$ cat src/rtl/axi_lite_pkg.sv
// Shared AXI4-Lite types and FSM state encodings for the single-beat master.
package axi_lite_pkg;
    localparam int AXI_ADDR_W = 32;
    localparam int AXI_DATA_W = 32;
    localparam int AXI_STRB_W = AXI_DATA_W / 8;

    typedef logic [AXI_ADDR_W-1:0] addr_t;
    typedef logic [AXI_DATA_W-1:0] data_t;
    typedef logic [AXI_STRB_W-1:0] strb_t;
    typedef logic [2:0]            prot_t;

    typedef enum logic [1:0] {
        OKAY   = 2'b00,
        EXOKAY = 2'b01,
        SLVERR = 2'b10,
        DECERR = 2'b11
    } resp_t;

    typedef enum logic [1:0] {
        WR_IDLE      = 2'd0,
        WR_ADDR_DATA = 2'd1,
        WR_WAIT_B    = 2'd2
    } wr_state_t;

    typedef enum logic [1:0] {
        RD_IDLE   = 2'd0,
        RD_ADDR   = 2'd1,
        RD_WAIT_R = 2'd2
    } rd_state_t;

    localparam prot_t PROT_DEFAULT = 3'b000;
endpackage

$ cat src/rtl/axi_lite_rd_fsm.sv
// Read path of the AXI4-Lite master: AR address phase, then R data capture.
// Watchdog abort is compiled in only with AXI_LITE_TIMEOUT_EN.
module axi_lite_rd_fsm
    import axi_lite_pkg::*;
#(
    parameter int ADDR_W = 32,
    parameter int DATA_W = 32
`ifdef AXI_LITE_TIMEOUT_EN
    ,
    parameter int TIMEOUT = 256
`endif
) (
    input  logic              aclk,
    input  logic              areset,
    input  logic              start,
    input  logic [ADDR_W-1:0] addr,
    output logic              busy,
    output logic              done,
    output logic [1:0]        resp,
    output logic [DATA_W-1:0] rd_data,
    output logic [ADDR_W-1:0] araddr,
    output logic [2:0]        arprot,
    output logic              arvalid,
    input  logic              arready,
    input  logic [DATA_W-1:0] rdata,
    input  logic [1:0]        rresp,
    input  logic              rvalid,
    output logic              rready,
    output logic [1:0]        state
);
    rd_state_t         state_q, state_d;
    logic [ADDR_W-1:0] addr_q;
    logic [DATA_W-1:0] data_q;
    logic [1:0]        resp_q;
    logic              done_q;
    logic              accept, ar_hs, r_hs, timeout;

    assign accept = start && !busy;
    assign ar_hs  = arvalid && arready;
    assign r_hs   = rvalid && rready;

`ifdef AXI_LITE_TIMEOUT_EN
    localparam int CNT_W = $clog2(TIMEOUT + 1);
    logic [CNT_W-1:0] cnt_q;

    always_ff @(posedge aclk or posedge areset) begin
        if (areset) begin
            cnt_q <= '0;
        end else if (state_q == RD_IDLE) begin
            cnt_q <= '0;
        end else begin
            cnt_q <= cnt_q + CNT_W'(1);
        end
    end

    // A response arriving in the final cycle still wins over the abort.
    assign timeout = (state_q != RD_IDLE) && (cnt_q == CNT_W'(TIMEOUT - 1)) && !r_hs;
`else
    assign timeout = 1'b0;
`endif

    always_ff @(posedge aclk or posedge areset) begin
        if (areset) begin
            state_q <= RD_IDLE;
        end else begin
            state_q <= state_d;
        end
    end

    always_comb begin
        state_d = state_q;
        unique case (state_q)
            RD_IDLE:   if (accept) state_d = RD_ADDR;
            RD_ADDR:   if (ar_hs)  state_d = RD_WAIT_R;
            RD_WAIT_R: if (r_hs)   state_d = RD_IDLE;
            default:               state_d = RD_IDLE;
        endcase
        if (timeout) state_d = RD_IDLE;
    end

    always_comb begin
        arvalid = (state_q == RD_ADDR);
        rready  = (state_q == RD_WAIT_R);
        busy    = (state_q != RD_IDLE) || done_q;
        done    = done_q;
        resp    = resp_q;
        rd_data = data_q;
        araddr  = addr_q;
        arprot  = PROT_DEFAULT;
        state   = state_q;
    end

    always_ff @(posedge aclk or posedge areset) begin
        if (areset) begin
            addr_q <= '0;
            data_q <= '0;
            resp_q <= OKAY;
            done_q <= 1'b0;
        end else begin
            done_q <= 1'b0;
            if (accept) addr_q <= addr;
            if (r_hs) begin
                data_q <= rdata;
                resp_q <= rresp;
                done_q <= 1'b1;
            end else if (timeout) begin
                resp_q <= SLVERR;
                done_q <= 1'b1;
            end
        end
    end
endmodule

$ cat src/rtl/axi_lite_if_master.sv
// AXI4-Lite single-beat master: start pulses launch one write and/or one read each.
// Define AXI_LITE_TIMEOUT_EN to add a per-path watchdog that aborts with SLVERR.
module axi_lite_if_master
    import axi_lite_pkg::*;
#(
    parameter int ADDR_W = 32,
    parameter int DATA_W = 32
`ifdef AXI_LITE_TIMEOUT_EN
    ,
    parameter int TIMEOUT = 256
`endif
) (
    input  logic                aclk,
    input  logic                areset,
    input  logic                start_write,
    input  logic                start_read,
    input  logic [ADDR_W-1:0]   addr,
    input  logic [DATA_W-1:0]   data,
    output logic                wr_busy,
    output logic                rd_busy,
    output logic                wr_done,
    output logic                rd_done,
    output logic [1:0]          wr_resp,
    output logic [1:0]          rd_resp,
    output logic [DATA_W-1:0]   rd_data,
    output logic [ADDR_W-1:0]   awaddr,
    output logic [2:0]          awprot,
    output logic                awvalid,
    input  logic                awready,
    output logic [DATA_W-1:0]   wdata,
    output logic [DATA_W/8-1:0] wstrb,
    output logic                wvalid,
    input  logic                wready,
    input  logic [1:0]          bresp,
    input  logic                bvalid,
    output logic                bready,
    output logic [ADDR_W-1:0]   araddr,
    output logic [2:0]          arprot,
    output logic                arvalid,
    input  logic                arready,
    input  logic [DATA_W-1:0]   rdata,
    input  logic [1:0]          rresp,
    input  logic                rvalid,
    output logic                rready,
    output logic [1:0]          wr_state,
    output logic [1:0]          rd_state
);
    // Handshake: a transfer happens on a rising edge where valid && ready. Valid and its
    // payload come only from registers, never from ready, and hold until that edge.
    wr_state_t         wr_state_q, wr_state_d;
    logic [ADDR_W-1:0] wr_addr_q;
    logic [DATA_W-1:0] wr_data_q;
    logic [1:0]        wr_resp_q;
    logic              wr_done_q, aw_done_q, w_done_q;
    logic              wr_accept, aw_hs, w_hs, b_hs, wr_timeout;

    assign wr_accept = start_write && !wr_busy;
    assign aw_hs     = awvalid && awready;
    assign w_hs      = wvalid && wready;
    assign b_hs      = bvalid && bready;

`ifdef AXI_LITE_TIMEOUT_EN
    localparam int CNT_W = $clog2(TIMEOUT + 1);
    logic [CNT_W-1:0] wr_cnt_q;

    always_ff @(posedge aclk or posedge areset) begin
        if (areset) begin
            wr_cnt_q <= '0;
        end else if (wr_state_q == WR_IDLE) begin
            wr_cnt_q <= '0;
        end else begin
            wr_cnt_q <= wr_cnt_q + CNT_W'(1);
        end
    end

    assign wr_timeout = (wr_state_q != WR_IDLE) && (wr_cnt_q == CNT_W'(TIMEOUT - 1)) && !b_hs;
`else
    assign wr_timeout = 1'b0;
`endif

    always_ff @(posedge aclk or posedge areset) begin
        if (areset) begin
            wr_state_q <= WR_IDLE;
        end else begin
            wr_state_q <= wr_state_d;
        end
    end

    // AW and W complete independently; B is awaited once both have been accepted.
    always_comb begin
        wr_state_d = wr_state_q;
        unique case (wr_state_q)
            WR_IDLE:      if (wr_accept) wr_state_d = WR_ADDR_DATA;
            WR_ADDR_DATA: if ((aw_done_q || aw_hs) && (w_done_q || w_hs)) wr_state_d = WR_WAIT_B;
            WR_WAIT_B:    if (b_hs) wr_state_d = WR_IDLE;
            default:      wr_state_d = WR_IDLE;
        endcase
        if (wr_timeout) wr_state_d = WR_IDLE;
    end

    always_comb begin
        awvalid  = (wr_state_q == WR_ADDR_DATA) && !aw_done_q;
        wvalid   = (wr_state_q == WR_ADDR_DATA) && !w_done_q;
        bready   = (wr_state_q == WR_WAIT_B);
        wr_busy  = (wr_state_q != WR_IDLE) || wr_done_q;
        wr_done  = wr_done_q;
        wr_resp  = wr_resp_q;
        awaddr   = wr_addr_q;
        wdata    = wr_data_q;
        awprot   = PROT_DEFAULT;
        wstrb    = '1;
        wr_state = wr_state_q;
    end

    always_ff @(posedge aclk or posedge areset) begin
        if (areset) begin
            wr_addr_q <= '0;
            wr_data_q <= '0;
            wr_resp_q <= OKAY;
            wr_done_q <= 1'b0;
            aw_done_q <= 1'b0;
            w_done_q  <= 1'b0;
        end else begin
            wr_done_q <= 1'b0;
            if (wr_accept) begin
                wr_addr_q <= addr;
                wr_data_q <= data;
                aw_done_q <= 1'b0;
                w_done_q  <= 1'b0;
            end else begin
                if (aw_hs) aw_done_q <= 1'b1;
                if (w_hs)  w_done_q  <= 1'b1;
            end
            if (b_hs) begin
                wr_resp_q <= bresp;
                wr_done_q <= 1'b1;
            end else if (wr_timeout) begin
                wr_resp_q <= SLVERR;
                wr_done_q <= 1'b1;
            end
        end
    end

    axi_lite_rd_fsm #(
        .ADDR_W (ADDR_W),
        .DATA_W (DATA_W)
`ifdef AXI_LITE_TIMEOUT_EN
        ,
        .TIMEOUT(TIMEOUT)
`endif
    ) u_rd_fsm (
        .aclk    (aclk),
        .areset  (areset),
        .start   (start_read),
        .addr    (addr),
        .busy    (rd_busy),
        .done    (rd_done),
        .resp    (rd_resp),
        .rd_data (rd_data),
        .araddr  (araddr),
        .arprot  (arprot),
        .arvalid (arvalid),
        .arready (arready),
        .rdata   (rdata),
        .rresp   (rresp),
        .rvalid  (rvalid),
        .rready  (rready),
        .state   (rd_state)
    );
endmodule

$ cat config.mk
export PLATFORM = sky130hd
export DESIGN_NAME = axi_lite_if_master
export DESIGN_NICKNAME = d
export VERILOG_FILES = /design/src/rtl/axi_lite_pkg.sv /design/src/rtl/axi_lite_rd_fsm.sv /design/src/rtl/axi_lite_if_master.sv
export SDC_FILE = /design/constraint.sdc
export NUM_CORES = 1
export LEC_CHECK = 0
export CAP_MARGIN = 30
export CORE_UTILIZATION = 25
export DETAILED_ROUTE_END_ITERATION = 8
export GPL_ROUTABILITY_DRIVEN = 0
export PLACE_DENSITY_LB_ADDON = 0.3
export RECOVER_POWER = 50
export REMOVE_ABC_BUFFERS = 1
export SLEW_MARGIN = 20
export SYNTH_ARGS = -nofsm -noshare
export SYNTH_HDL_FRONTEND = slang
export SYNTH_SLANG_ARGS = --single-unit
export TNS_END_PERCENT = 50
$ cat constraint.sdc
create_clock -name aclk -period 5.91 [get_ports aclk]
set_input_delay 1.182 -clock aclk [delete_from_list [all_inputs] [get_ports aclk]]
set_output_delay 1.182 -clock aclk [all_outputs]
set_load 0.005 [all_outputs]
==> impl_metrics.py <==
metrics = {
    "status": {
        "status": "finished with violations",
        "violations": "max-capacitance violations, max-slew violations",
    },
    "grt": {
        "grt_pass1_wl_mm": 21.3,
        "grt.overflow.total": 0,
        "antenna_found_initial": 0,
        "grt_pass1_vias": 4068,
        "grt_max_degree": 100,
        "track_usage_pct": 12.6,
    },
    "sta": {
        "setup_viol": 0,
        "finalMaxSlewViolations": 70,
        "period_share_pct": 62.7,
        "relSlewSlack_pct": -44.5,
        "rsz0062_at_grt": "false",
        "fmax_ghz": 0.270,
        "finalSetupTns_ns": 0,
        "worst_pin_slew_ns": 2.17,
        "final_hold_viol_count": 0,
        "clock_skew_ns": 0.0105,
        "fin_crit_ns": 3.70,
    },
    "synthesis": {
        "synth_top_cell_by_area": "dfrtp_1",
        "synth_top_area_share_pct": 65.2,
        "syn_area_sq_mm": 0.00538,
        "syn_avg_cell_area_sq_um": 16.4,
        "synthCells": 327,
        "yosys_warnings": 0,
        "synth_area_leaders": "dfrtp_1 65%, mux2_2 22%, mux2_1 6.1%",
        "ys_seq_area_share_pct": 65.2,
        "yosysUniqueCellTypes": 19,
        "ys_seq_elements": 140,
    },
    "power_and_ir_drop": {
        "clockPowerShare_pct": 24.0,
        "p_per_area_mw_per_mm2": 545,
        "power_leakage_nw": 3.67,
        "combPwrFrac_pct": 40.3,
        "power.switching_mw": 1.28,
        "ir_drop_v": 0.000225,
        "switching_share_pct": 26.7,
        "cellInternalPower_mw": 3.51,
        "total_power_mw": 4.79,
        "seqPwrFrac_pct": 35.7,
    },
    "drt": {
        "drtAntennaViolNets": 0,
        "drcViolationCount": 0,
        "drt_wl_total_mm": 13.5,
        "num_vias": 3638,
        "viasPerCell": 4.15,
        "drtIter0Drc": 67,
        "routedWlPerCell_microns": 15.4,
        "first_pass_iters": 4,
    },
    "clock_tree": {
        "cts_sinks": 140,
        "clk_latency_ns": 0.41,
        "cts_setup_buffers": 0,
        "htreeDepth": 4,
        "ctsResizeCount": 0,
        "hold_buffers": 0,
        "clock_path_buffers": 2,
        "cts_root_buf": "clkbuf_16",
        "numCtsBuffers": 17,
        "cts_tree": "built",
        "clkTransAtPathRegs_ns": 0.06,
    },
    "floorplanning": {
        "dieArea_sq_mm": 0.0221,
        "initial_core_util_pct": 25.6,
        "io_pins": 264,
        "row_count": 53,
        "fp.dieW_microns": 149,
        "die_h_microns": 149,
        "coreArea_sq_mm": 0.0210,
    },
    "final_layout": {
        "fin_nets": 698,
        "syn_to_final_growth_pct": 63.4,
        "antenna_cells": 0,
        "n_fill_cell": 1928,
        "utilization_pct": 41.8,
        "fin_area_sq_mm": 0.00879,
        "final_common_cell": "clkdlybuf4s50_1",
        "layout_common_cells": "207 x clkdlybuf4s50_1, 140 x dfrtp_1, 103 x mux2_2",
        "post_route_cells_drive_above_1_share_pct": 23.1,
    },
    "job": {
        "drv_cap": 2,
    },
    "critical_path": {
        "path_delay_family": "buffers and inverters",
        "slowest_stage": "clkbuf_1",
        "crit_fanout": 33,
        "cp_cell_sequence": "dlygate4sd3_1 -> nor4b_1 -> clkbuf_1 -> mux2_2",
        "cp_num_buf_inv": 2,
        "cp.required_ns": 6.20,
        "endpoint_kind": "flop",
        "max_stage_delay_ns": 1.59,
        "critPathLaunchType": "input pin",
        "cp.arrival_ns": 3.99,
        "path_class": "input pin to flop",
    },
    "hold_path": {
        "hp-class": "flop to flop",
    },
    "place": {
        "port_buffers": 253,
        "placed_area_sq_mm": 0.00815,
        "dp_hpwl_mm": 9.36,
    },
}
==> registers in the layout, indices dropped and copies added (netlist names) <==
signal            cells
awaddr               32
u_rd_fsm.araddr      32
u_rd_fsm.rd_data     32
wdata                32
u_rd_fsm.resp         2
u_rd_fsm.state        2
wr_resp               2
wr_state              2
aw_done_q             1
u_rd_fsm.done         1
w_done_q              1
wr_done               1
==> final timing paths <==
| check | startpoint | endpoint | slack (ns) | cells after the start |
|---|---|---|---|---|
| min reg2reg | wdata[21]$_DFFE_PP0P_ | wdata[21]$_DFFE_PP0P_ | 0.48 | 1 |
| max reg2reg | u_rd_fsm.state[0]$_DFFE_PP0P_ | u_rd_fsm.araddr[12]$_DFFE_PP0P_ | 2.98 | 3 |
| max in group asynchronous | areset | awaddr[30]$_DFFE_PP0P_ | 3.01 | 4 |
| min in group asynchronous | areset | wdata[29]$_DFFE_PP0P_ | 1.45 | 2 |
| min | wdata[21]$_DFFE_PP0P_ | wdata[21]$_DFFE_PP0P_ | 0.48 | 1 |
| max | start_read | u_rd_fsm.araddr[12]$_DFFE_PP0P_ | 2.21 | 4 |
==> Yosys cell counts <==
cell and count:
o22a_1 1, nand2b_1 1, nor2b_1 4, nand3b_1 4, mux2_2 103, a21o_1 1, buf_4 14, inv_1 8
or3_1 2, buf_2 6, dfrtp_1 140, conb_1 2, buf_6 3, a21oi_1 2, mux2_1 29, o21bai_1 1
nor2_1 2, nor4b_4 2, a22o_1 2
==> cell families (layout without fill, tap and decap cells) <==
kind of cell	Yosys count	after routing	synth area share, %
DFF	140	140	65.2
other	2	10	0.140
buffers and inverters	31	298	3.70
muxes	132	132	27.6
AOI/OAI and AO/OA	7	7	0.954
and+or+nand+nor	15	15	2.40
==> power by group through the flow <==
stage	combinational, mW	sequential, mW	clock (mW)
2_1_floorplan	0.699	1.75	0
3_3_place_gp	1.98	1.71	0
3_5_place_dp	2.02	1.74	0
4_1_cts	2.02	1.73	1.19
5_1_grt	2.08	1.78	1.22
6_report	1.93	1.71	1.15
==> layer usage <==
metal / routed length (microns) / vias to the layer above / track usage [%]
li1: - / 1640 / -
met2: 6520 / 174 / 20.4
met1: 5250 / 1810 / 14.0
met5: 0 / - / 0
met4: 249 / 0 / 5.82
met3: 1450 / 14 / 5.89
==> cell type report <==
type                            count  area (sq um)  share of cell area [%]
Sequential cell                   140          3500                    39.9
Tap cell                          275           344                    3.92
Clock buffer                       21           470                    5.35
Timing Repair Buffer              258          2580                    29.4
Multi-Input combinational cell    164          1690                    19.2
Clock inverter                     11           165                    1.88
Inverter                            8          31.3                   0.356
==> metrics by stage <==
step / cells / setup slack [ns] / hold WS, ns
after floorplan: 312 / 0.975 / 0.483
after global placement: 844 / 2.77 / 0.466
after detailed placement: 844 / 2.72 / 0.474
after CTS: 876 / 2.95 / 0.488
after global routing: 877 / 2.01 / 0.496
final: 877 / 2.21 / 0.480
(Power assumes the default switching activity.)
